**config.mk**
```make
export PLATFORM = sky130hd
export DESIGN_NAME = if_id_skid
export DESIGN_NICKNAME = d
export VERILOG_FILES = /design/src/rtl/if_id_skid_pkg.sv /design/src/rtl/if_id_sat_counter.sv /design/src/rtl/if_id_skid.sv
export SDC_FILE = /design/constraint.sdc
export NUM_CORES = 1
export LEC_CHECK = 0
export BUFFER_PORTS_ARGS = -buffer_cell sky130_fd_sc_hd__buf_4
export CAP_MARGIN = 20
export CORE_UTILIZATION = 56
export DETAILED_ROUTE_END_ITERATION = 12
export HOLD_SLACK_MARGIN = 0.05
export PLACE_DENSITY = 0.92
export RECOVER_POWER = 50
export SETUP_SLACK_MARGIN = 0.1
export SLEW_MARGIN = 20
export SYNTH_ARGS = -nofsm -noshare
export SYNTH_HDL_FRONTEND = slang
export SYNTH_HIERARCHICAL = 1
export SYNTH_SLANG_ARGS = --single-unit
```
**constraint.sdc**
```tcl
create_clock -name clk -period 10 [get_ports clk]
set_input_delay 1.5 -clock clk [delete_from_list [all_inputs] [get_ports clk]]
set_output_delay 1.5 -clock clk [all_outputs]
set_load 0.01 [all_outputs]
```
**src/rtl/if_id_skid_pkg.sv**
```systemverilog
// -----------------------------------------------------------------------------
// if_id_skid_pkg
// Shared types for the fetch-to-decode boundary of the pipelined MIPS core.
//   beat_t          : one fetch beat {instruction, PC_plus_4}
//   NOP_INSTR       : encoding presented to decode when no instruction is valid
//   skid_state_t    : occupancy of the 2-entry skid buffer (EMPTY/ONE/TWO)
// -----------------------------------------------------------------------------
package if_id_skid_pkg;

    localparam int INSTR_W = 32;
    localparam int PC_W    = 32;

    localparam logic [INSTR_W-1:0] NOP_INSTR = 32'h0000_0000;

    typedef struct packed {
        logic [INSTR_W-1:0] instruction;
        logic [PC_W-1:0]    PC_plus_4;
    } beat_t;

    typedef enum logic [1:0] {
        EMPTY = 2'd0,
        ONE   = 2'd1,
        TWO   = 2'd2
    } skid_state_t;

endpackage

```
**src/rtl/if_id_sat_counter.sv**
```systemverilog
// -----------------------------------------------------------------------------
// if_id_sat_counter
// 32-bit event counter that increments while en is high and sticks at
// 32'hFFFF_FFFF instead of wrapping.
// Ports:
//   clk    in  rising-edge clock
//   reset  in  asynchronous active-high reset, clears count
//   en     in  count this cycle
//   count  out current count
// -----------------------------------------------------------------------------
module if_id_sat_counter (
    input  logic        clk,
    input  logic        reset,
    input  logic        en,
    output logic [31:0] count
);

    always_ff @(posedge clk or posedge reset) begin
        if (reset) begin
            count <= 32'd0;
        end else if (en && (count != 32'hFFFF_FFFF)) begin
            count <= count + 32'd1;
        end
    end

endmodule

```
**src/rtl/if_id_skid.sv**
```systemverilog
// -----------------------------------------------------------------------------
// if_id_skid
// Fetch-to-decode boundary. A 2-entry skid buffer (main + skid) accepts fetch
// beats on a valid/ready handshake and presents one instruction per cycle to
// decode. if_ready is a flop so fetch never sees a combinational path from
// decode's stall. Supports hazard stalls, branch flushes and a sticky halt.
// When nothing is valid the outputs are forced to a NOP bubble.
//
// Optional build macro: IF_ID_PERF_CNT_EN
//   defined   -> stall_count / bubble_count are live saturating counters
//   undefined -> counter logic absent, both ports tied to 0
//
// Ports:
//   clk, reset                 clock, asynchronous active-high reset
//   if_valid, if_ready         fetch handshake (if_ready registered)
//   if_instruction, if_PC_plus_4  fetch beat payload
//   id_stall                   decode holds current output
//   flush                      discard everything buffered and in flight
//   halt                       stop accepting beats (sticky until reset)
//   id_valid                   outputs hold a real instruction
//   instruction_copy, PC_plus_4_copy  beat to decode (0 when !id_valid)
//   halted_copy                sticky halt flag
//   stall_count, bubble_count  performance counters
// -----------------------------------------------------------------------------
module if_id_skid
    import if_id_skid_pkg::*;
(
    input  logic        clk,
    input  logic        reset,
    input  logic        if_valid,
    output logic        if_ready,
    input  logic [31:0] if_instruction,
    input  logic [31:0] if_PC_plus_4,
    input  logic        id_stall,
    input  logic        flush,
    input  logic        halt,
    output logic        id_valid,
    output logic [31:0] instruction_copy,
    output logic [31:0] PC_plus_4_copy,
    output logic        halted_copy,
    output logic [31:0] stall_count,
    output logic [31:0] bubble_count
);

    skid_state_t state_reg;
    skid_state_t state_next;
    beat_t       main_reg;
    beat_t       skid_reg;
    beat_t       in_beat;
    logic        accept;
    logic        consume;
    logic        halted_next;

    assign in_beat  = '{instruction: if_instruction, PC_plus_4: if_PC_plus_4};
    assign id_valid = (state_reg != EMPTY);
    assign accept   = if_valid && if_ready;
    assign consume  = id_valid && !id_stall;
    assign halted_next = halted_copy || halt;

    // Occupancy transitions; flush overrides stall and any same-cycle accept.
    always_comb begin
        state_next = state_reg;
        if (flush) begin
            state_next = EMPTY;
        end else begin
            case (state_reg)
                EMPTY:   if (accept) state_next = ONE;
                ONE: begin
                    if (consume && !accept)      state_next = EMPTY;
                    else if (!consume && accept) state_next = TWO;
                end
                TWO:     if (consume) state_next = ONE;
                default: state_next = EMPTY;
            endcase
        end
    end

    always_ff @(posedge clk or posedge reset) begin
        if (reset) begin
            state_reg   <= EMPTY;
            main_reg    <= '0;
            skid_reg    <= '0;
            if_ready    <= 1'b1;
            halted_copy <= 1'b0;
        end else begin
            state_reg   <= state_next;
            halted_copy <= halted_next;
            // Ready is derived from next state so it is accurate the cycle
            // the skid fills or drains, without a combinational path.
            if_ready    <= (state_next != TWO) && !halted_next;
            if (!flush) begin
                case (state_reg)
                    EMPTY: if (accept) main_reg <= in_beat;
                    ONE: begin
                        if (consume && accept) main_reg <= in_beat;
                        else if (accept)       skid_reg <= in_beat;
                    end
                    TWO:   if (consume) main_reg <= skid_reg;
                    default: ;
                endcase
            end
        end
    end

    // Bubble: decode sees a NOP with zero PC whenever main is empty.
    assign instruction_copy = id_valid ? main_reg.instruction : NOP_INSTR;
    assign PC_plus_4_copy   = id_valid ? main_reg.PC_plus_4   : 32'd0;

`ifdef IF_ID_PERF_CNT_EN
    if_id_sat_counter u_stall_cnt (
        .clk   (clk),
        .reset (reset),
        .en    (id_valid && id_stall),
        .count (stall_count)
    );

    if_id_sat_counter u_bubble_cnt (
        .clk   (clk),
        .reset (reset),
        .en    (!id_valid),
        .count (bubble_count)
    );
`else
    assign stall_count  = 32'd0;
    assign bubble_count = 32'd0;
`endif

endmodule
```
# Yosys cells after proc, flatten, opt, wreduce, memory -nomap -nowiden
# Index checks and enable logic that the tools add are counted.
dict set report word_totals {
  ram_bits 0
  regBits 132
  rom_bits 0
  latch_bits 0
  word_cells 43
  n_memories 0
  input_bits 70
}
dict set report op_classes {
  n_reduce_logical 16
  addsub 0
  shift 0
  n_eq_ne 6
  mux 12
  n_lt_le_gt_ge 0
  n_div 0
  bitwise_logic 2
  n_mul 0
}
# op count
set op_table {}
lappend op_table {{64-bit two-way mux} 3}
lappend op_table {{64-bit case mux with 3 select lines} 1}
lappend op_table {{32-bit two-way mux} 2}
lappend op_table {{2-bit two-way mux} 5}
lappend op_table {{2-bit != test (second input constant)} 4}
lappend op_table {{1-bit logical AND} 6}
lappend op_table {{2-bit case mux with 3 select lines} 1}
lappend op_table {{5-bit AND reduction} 1}
lappend op_table {{1-bit zero test} 4}
lappend op_table {{4-bit AND reduction} 1}
lappend op_table {{3-bit nonzero test} 1}
lappend op_table {{2-bit by 1-bit equality test with 1-bit output (second input constant)} 1}
lappend op_table {{2-bit equality test (second input constant)} 1}
lappend op_table {{2-bit zero test} 1}
lappend op_table {{1-bit inverter} 2}
lappend op_table {{2-bit nonzero test} 1}
lappend op_table {{1-bit logical OR} 1}

# Logic depth before layout (Yosys ltp)
# Gate-level depths: netlist (run 1).
dict set report logic_depth {
  word_depth 10
  mapped_depth 6
  mapped_depth_nobuf 4
}

# Least setup slack after synthesis (run 1)
# Ideal clock, no wire load.
dict set report synth_timing {
  kind {reg-to-output}
  startpoint {register state_reg[0]}
  endpoint {output PC_plus_4_copy[0]}
  stages_incl_launch_ff 5
  slack_ps 7299
  arrival_time_ps 1201
  required_ps 8500
  path_buffers 2
  path_cell_list {dfrtp_1 > or2_2 > clkbuf_1 > clkbuf_1 > and2_1}
}
dict set report synth_between {
  elab_chain_cells 2
}
# item line
set synth_lines {}
lappend synth_lines {{start, declared} if_id_skid.sv:45} ;# skid_state_t state_reg;
lappend synth_lines {{start signal, assigned} if_id_skid.sv:86} ;# state_reg <= state_next;
lappend synth_lines {{2-bit nonzero test} if_id_skid.sv:55} ;# assign id_valid = (state_reg != EMPTY);
lappend synth_lines {{32-bit two-way mux} if_id_skid.sv:107} ;# assign PC_plus_4_copy = id_valid ? main_reg.PC_plus_4 : 32'd0;
lappend synth_lines {{end, declared} if_id_skid.sv:39} ;# output logic [31:0] PC_plus_4_copy,
# No other way between the ends.

# Worst setup path after layout (run 1)
dict set report layout_timing {
  startpoint {register state_reg[0]}
  endpoint {register main_reg[16] (netlist name)}
}
dict set report layout_between {
  elab_chain_cells 5
  word_cells_on_any_way 12
  cone_classes {eq/ne (5); mux (1); reduce/logical (6)}
}
# item line
set layout_lines {}
lappend layout_lines {{2-bit nonzero test} if_id_skid.sv:55}
lappend layout_lines {{1-bit logical AND} if_id_skid.sv:57} ;# assign consume = id_valid && !id_stall;
lappend layout_lines {{1-bit logical AND} if_id_skid.sv:95} ;# if (consume && accept) main_reg <= in_beat;
lappend layout_lines {{2-bit != test (no source line)} --}
lappend layout_lines {{5-bit AND reduction (no source line)} --}
lappend layout_lines {{end signal, assigned} if_id_skid.sv:93} ;# EMPTY: if (accept) main_reg <= in_beat;
lappend layout_lines {{end signal, assigned} if_id_skid.sv:95}
lappend layout_lines {{end signal, assigned} if_id_skid.sv:98} ;# TWO: if (consume) main_reg <= skid_reg;
lappend layout_lines {{end, declared} if_id_skid.sv:47} ;# beat_t main_reg;
# Parallel ways exist; a longest one is shown, timed or not.
# A chain may end at the register's enable or synchronous reset.

==> results of run 1 <==
[through the flow]
| stage | power [mW] | area (sq um) | hold WS [ns] | worst slack (ns) | util [%] |
|---|---|---|---|---|---|
| finish | 1.352 | 8025 | 0.4844 | 5.498 | 69.69 |
| global route | 1.406 | 8025 | 0.5064 | 5.087 | 69.69 |
| CTS | 1.365 | 8053 | 0.4888 | 6.365 | 69.93 |
| detailed placement | 0.7032 | 7425 | 0.4762 | 6.043 | 64.47 |
| global placement | 0.6943 | 7425 | 0.4665 | 6.153 | 64.47 |
| floorplan | 0.6805 | 6885 | 0.4574 | 4.976 | - |
[kinds of logic after synthesis]
logic type	count (synthesis)	share of synthesized area [%]
DFF	132	49.70
other	1	0.05640
AOI/OAI and AO/OA	68	8.017
buffers and inverters	99	10.78
and+or+nand+nor	141	10.97
muxes	128	20.47
[worst max-delay path, stage by stage, from the launching register on]
cell and delay (ns):
dfrtp_1 0.41, nand2b_1 1.55, clkbuf_1 1.84, mux2i_1 0.35, a21oi_2 0.24
[where the power goes]
part           internal, mW  total (mW)  switching, mW
clock network         0.436       0.658          0.222
logic                0.0453       0.104         0.0583
registers             0.572       0.590         0.0184
[layout by cell type (no fill, tap or decap), drive strengths merged, types with 3 or more instances in the layout]
cell,synthesis,final
buf,90,135
dfrtp,131,131
mux2,64,64
clkinv,0,3
mux2i,64,64
nor2,67,67
clkinvlp,0,3
conb,1,64
bufinv,0,4
and2,64,64
a21oi,65,65
clkbuf,8,29
[cell usage after synthesis (all sizes together)]
| cell type | count |
|---|---|
| mux2i | 64 |
| a21oi | 65 |
| or3b | 1 |
| clkbuf | 8 |
| nand4bb | 2 |
| nand2b | 2 |
| and3 | 1 |
| and2 | 64 |
| dfstp | 1 |
| nand4b | 1 |
| inv | 1 |
| or2 | 2 |
| a31oi | 2 |
| o21bai | 1 |
| nand2 | 1 |
| nor2 | 67 |
| conb | 1 |
| buf | 90 |
| dfrtp | 131 |
| mux2 | 64 |
[per-layer routing]
| metal | up-vias | track usage, % |
|---|---|---|
| met5 | - | 0 |
| met4 | 0 | 6.393 |
| met3 | 10 | 6.397 |
| met2 | 144 | 37.27 |
| met1 | 2120 | 26.98 |
| li1 | 2027 | - |
[final cells by class]
class	instances	area [sq um]
Clock buffer	23	478.0
Clock inverter	9	150.1
Fill cell	851	3491
Inverter	1	5.005
Multi-Input combinational cell	401	2861
Sequential cell	132	3304
Tap cell	143	178.9
Timing Repair Buffer	141	1047
[final timing paths]
check                                to  slack (ns)  cells past startpoint
hold / removal             skid_reg[11]        0.48                      1
min in group asynchronous  main_reg[35]        1.67                      2
setup reg to reg           main_reg[16]        5.50                      4
hold reg to reg            skid_reg[11]        0.48                      1
max in group asynchronous  main_reg[38]        6.83                      3
setup / recovery           main_reg[16]        5.50                      4
==> out/results.tsv, run 1 <==
stage	metric	value	unit
run_status	run status	finished with violations	
run_status	failing checks	DRC, capacitance limit, slew limit	
floorplan	I/O Pins	201	
clocking	Root Driver	clkbuf_16	
layout	area grow syn2layout	20.70	%
sta	slew at the pin closest to its max-slew limit	2.467	ns
sta	Final Max Slew Viols	147	
grt	largest net degree at the start of global routing	85	
grt	vias in the first global route	4376	
floorplan	Die ar.	12310	sq um
drt	wire length per cell	14.94	um
clocking	clock latency at the later pin of the worst-skew pair	0.40	ns
synth	largest cells by area after synthesis	dfrtp_1 49%, mux2_2 10%, mux2i_1 9.6%, buf_4 8.0%, a21oi_2 6.1%	
clocking	Clock Sink Count	132	
drt	met3 WL	770	um
floorplan	FP Rows	39	
drt	# DRC	42	
placed_design	GP Congestion	0.7386	
critical_path	Crit path arrival time	4.83	ns
drt	final wirelength	12700	um
critical_path	critical path data required time	10.33	ns
grt	GRT Residual Overflow	0	
pwr	Lkg Pwr	4.433	nW
layout	Final Instance Count excl. Fillers	850	
layout	Nets	764	
critical_path	CP startpoint kind	flop	
clocking	Max clock buf depth	2	
synth	Post-Synthesis Cells	569	
sta	Max Fclk	222.1	MHz
clocking	hold_buf cts	0	
sta	skew final	0.008971	ns
clocking	CTS H-Tree Depth	4	
sta	setup TNS	0	ns
critical_path	Max Fanout on Critical Path	34	
pwr	peak supply drop	0.1002	mV
synth	sequential area share after synthesis	49.70	%
critical_path	RR Startpoint	state_reg[0]	
grt	gr usage total	21.88	%
grt	first-pass GRT wire length	21330	um
synth	count of cell types in the netlist	27	
synth	synthesized cell area	6649	sq um
sta	Final Hold Viols	0	
placed_design	DP Cell Count	818	
synth	Synth top area share	49.30	%
drt	DRT Pass-1 Iters	8	
sta	min Tclk post-route	4.502	ns
job	max capacitance violation total	4	
synth	Yosys Warn Count	6	
placed_design	Port Buffers	136	
synth	Avg Cell Area, Syn	11.69	sq um
drt	post-route ant nets	0	
pwr	Pwr Density	168.5	nW/um^2
clocking	TritonCTS buffer count	17	
sta	relative slew slack	-64.49	%
floorplan	Die X	111.0	um
critical_path	Crit Path Category	flop to flop	
drt	Vias/cell	5.060	
sta	final setup fails	0	
drt	met2 wire len	6472	um
floorplan	Starting Density	57.74	%
worst_hold_path	min-delay worst type	flop to flop	
critical_path	Setup crit end kind	flop	
grt	initial antenna violation count	0	
drt	Routed met1 length	5356	um
drt	via count	4301	
clocking	setup bufs post-CTS	0	
layout	ratio of cells with drive above 1 in the final layout	38.76	%
worst_hold_path	hold_sp	skid_reg[11]	
floorplan	DIE HEIGHT	111.0	um
floorplan	core area	11520	sq um
synth	post-synthesis register bit count	132	
layout	Inserted Diodes	0	
placed_design	detailed placement HPWL	8269	um
sta	Final period util	45.02	%
drt	initial drt markers	193	
synth	Yosys top cell by area	dfrtp_1	
clocking	Clk pin slew, worst setup/hold paths	0.06	ns
drt	Highest Signal Layer	met4	
sta	RSZ-0062 raised after global routing	no	
clocking	CTS tree	built	
clocking	CTS resizes	0	
critical_path	origin of the worst setup path	state_reg[0]	
Power figures use the tool's default switching activity.
==> run 2: changes to the inputs <==
ABC_AREA = 1   (was default)
CORE_UTILIZATION = 53   (was 56)
PLACE_DENSITY = 0.87   (was 0.92)
clock period = 4.3 ns   (was 10 ns; I/O delays follow)
==> run 2 against run 1 <==
Net effect:
- the run ends with capacitance limit, slew limit left
- synthesized cell count increased by 76%
- power increased by 140%
- sequential share of layout area decreased by 3.2 points
- area after synthesis increased by 9.5%
- non-clock buffer count increased by 6
- highest routed layer unchanged
==> out/results.tsv, run 2 <==
stage	metric	value	unit	change
layout	area grow syn2layout	19.60	%	
sta	Final Max Slew Viols	124		-16%
critical_path	critical path data required time	4.62	ns	-5.71 ns
drt	final wirelength	17250	um	+36%
pwr	Lkg Pwr	4.887	nW	+10%
pwr	Flop pwr share	42.7	%	-1.0 points
pwr	Pwr Density	371.1	nW/um^2	+120%
sta	skew final	0.008304	ns	-0.0006665 ns
job	max capacitance violation total	2		-2
sta	min Tclk post-route	3.164	ns	-1.338 ns
critical_path	CP startpoint kind	flop		
clocking	setup bufs post-CTS	0		unchanged
layout	Final Instance Count excl. Fillers	1286		+51%
clocking	Clk pin slew, worst setup/hold paths	0.06	ns	about the same
placed_design	detailed placement HPWL	10260	um	+24%
synth	Synth top area share	45.04	%	-4.3 points
clocking	Root Driver	clkbuf_16		
drt	wire length per cell	13.41	um	-10%
layout	most frequent cells in the layout	324 x nand2_1, 142 x buf_4, 132 x inv_1, 130 x dfrtp_1, 68 x nor2_1		
layout	Inserted Diodes	0		unchanged
grt	initial antenna violation count	0		unchanged
sta	setup TNS	0	ns	unchanged
synth	largest cells by area after synthesis	dfrtp_1 45%, nand2_1 17%, buf_4 7.6%, inv_1 6.9%, nand4_1 5.5%		
critical_path	r2r endpoint	skid_reg[32]		
sta	Final period util	73.59	%	+29 points
placed_design	Port Buffers	136		unchanged
pwr	Internal	2.469	mW	+130%
floorplan	FP Rows	42		+7.7%
synth	Synth top cells by count	327 x nand2_1, 133 x inv_1, 131 x dfrtp_1		
layout	Nets	1167		+53%
floorplan	Die ar.	14210	sq um	+15%
floorplan	I/O Pins	201		unchanged
synth	count of cell types in the netlist	22		-19%
sta	RSZ-0062 raised after global routing	no		
clocking	hold_buf cts	0		unchanged
clocking	Max clock buf depth	2		unchanged
synth	most frequent cell after synthesis	nand2_1		
sta	relative slew slack	-59.42	%	+5.1 points
floorplan	Starting Density	54.74	%	-3.0 points
placed_design	DP Cell Count	1252		+53%
synth	Post-synth EDFFs	0		unchanged
synth	leading register cell type out of synthesis	dfrtp_1		
grt	GRT Residual Overflow	0		unchanged
clocking	TritonCTS buffer count	17		unchanged
critical_path	origin of the worst setup path	state_reg[1]		
synth	Avg Cell Area, Syn	7.271	sq um	-38%
pwr	Comb pwr share	8.4	%	+0.7 points
critical_path	Crit path arrival time	3.49	ns	-1.34 ns
pwr	Sw Share	23.56	%	+1.5 points
pwr	peak supply drop	0.3024	mV	+200%
pwr	part of the power in the clock network	48.9	%	+0.2 points
floorplan	core area	13300	sq um	+15%
grt	first-pass GRT wire length	28630	um	+34%
drt	via count	6417		+49%
run_status	failing checks	capacitance limit, slew limit		
clocking	CTS resizes	0		unchanged
critical_path	R2R depth	6		+2
drt	# DRC	0		-100%
synth	Yosys Warn Count	6		unchanged
grt	gr usage total	25.13	%	+3.2 points
layout	ratio of cells with drive above 1 in the final layout	17.30	%	-21 points
clocking	Clock Sink Count	132		unchanged
pwr	NetSw	761.0	uW	+150%
run_status	run status	finished with violations		
clocking	CTS tree	built		
synth	synthesized cell area	7278	sq um	+9.5%
worst_hold_path	min-delay worst type	input port to flop		
clocking	CTS H-Tree Depth	4		unchanged
critical_path	RR Startpoint	state_reg[1]		
layout	Filler cells	1121		+32%
critical_path	Crit Path Category	flop to flop		
synth	sequential area share after synthesis	45.40	%	-4.3 points
floorplan	DIE HEIGHT	119.2	um	+7.4%
drt	post-route ant nets	0		unchanged
drt	DRT Pass-1 Iters	7		-1
synth	Post-Synthesis Cells	1001		+76%
critical_path	R2R Setup Slk	1.14	ns	-4.36 ns
synth	asr flop ratio synth	100.0	%	unchanged
layout	most common library cell in the layout ignoring fill and taps	nand2_1		
floorplan	Die X	119.2	um	+7.4%
grt	largest net degree at the start of global routing	113		+33%
clocking	clock latency at the later pin of the worst-skew pair	0.41	ns	about the same
critical_path	Max Fanout on Critical Path	70		+110%
critical_path	Setup crit end kind	flop		
sta	Final Hold Viols	0		unchanged
sta	final setup fails	0		unchanged
critical_path	Worst Setup EP	skid_reg[32]		
sta	slew at the pin closest to its max-slew limit	2.378	ns	-0.08905 ns
placed_design	GP Congestion	0.7740		+4.8%
drt	initial drt markers	519		+170%
synth	post-synthesis register bit count	132		unchanged
grt	vias in the first global route	5977		+37%
synth	Yosys top cell by area	dfrtp_1		
sta	Max Fclk	316.0	MHz	+42%
drt	Vias/cell	4.990		-1.4%
[run 2: cell count changes after synthesis, moves of 7 or more]
cell	delta
nand2_1	+326
clkbuf_1	-7
buf_2	+44
a21oi_1	-17
mux2_2	-59
a21oi_2	-46
mux2i_1	-64
and2_1	-64
nand4_1	+64
nand3_1	+67
inv_1	+132
o21ai_1	+64
[run 2: critical path: stages (launching register included)]
cell and delay (ns):
dfrtp_2 0.38, clkbuf_2 1.12, nor2_2 0.20, nand3_4 0.52
buf_4 0.60, nand2_1 0.11, o21ai_1 0.10
[run 2: cell families (layout without fill, tap and decap cells)]
group                  after synthesis  after routing  share of synthesized area [%]
AOI/OAI and AO/OA                   67             67                          4.607
buffers and inverters              268            314                          18.60
DFF                                132            132                          45.40
other                                1             64                        0.05152
and+or+nand+nor                    533            533                          31.34
[run 2: power groups by stage]
stage | Sequential (mW) | Clock [mW] | Combinational [mW]
finish | 1.38 | 1.58 | 0.271
global route | 1.39 | 1.65 | 0.319
CTS | 1.38 | 1.59 | 0.272
detailed placement | 1.40 | 0 | 0.269
global placement | 1.39 | 0 | 0.261
floorplan | 1.38 | 0 | 0.222
[run 2: through the flow]
step	setup WS (ns)	hold WS (ns)	area (sq um)	total power, mW	utilization, %
3_3_place_gp	1.750	0.4543	8008	1.656	60.23
3_5_place_dp	1.676	0.4580	8008	1.667	60.23
4_1_cts	1.292	0.4547	8660	3.242	65.13
2_1_floorplan	0.1306	0.4419	7515	1.606	-
6_report	1.136	0.4658	8705	3.230	65.47
5_1_grt	0.8272	0.4666	8705	3.360	65.47
[run 2: how the worst min path moves through the flow]
stage / to / depth (start not counted) / start
floorplan: main_reg[0] / 2 / main_reg[0]
global placement: main_reg[9] / 2 / main_reg[9]
detailed placement: main_reg[42] / 2 / main_reg[42]
CTS: halted_copy / 2 / halt
global route: halted_copy / 2 / halt
finish: halted_copy / 2 / halt
[run 2: final cells by class]
class / count / area [sq um] / area share [%]
inverter: 135 / 508.0 / 5.836
timing repair buffer: 147 / 1137 / 13.07
sequential: 132 / 3306 / 37.98
clock inverter: 11 / 171.4 / 1.969
clock buffer: 21 / 480.5 / 5.520
multi-input combinational: 664 / 2882 / 33.10
tap: 176 / 220.2 / 2.530
[run 2: routing by layer]
layer  routed length (um)  vias to the layer above  GRT usage [%]
met3                  943                       21          3.975
met5                    0                        -              0
li1                     -                     3164              -
met2                 8466                      265          41.57
met1                 7555                     2967          32.91
met4                  283                        0          10.13
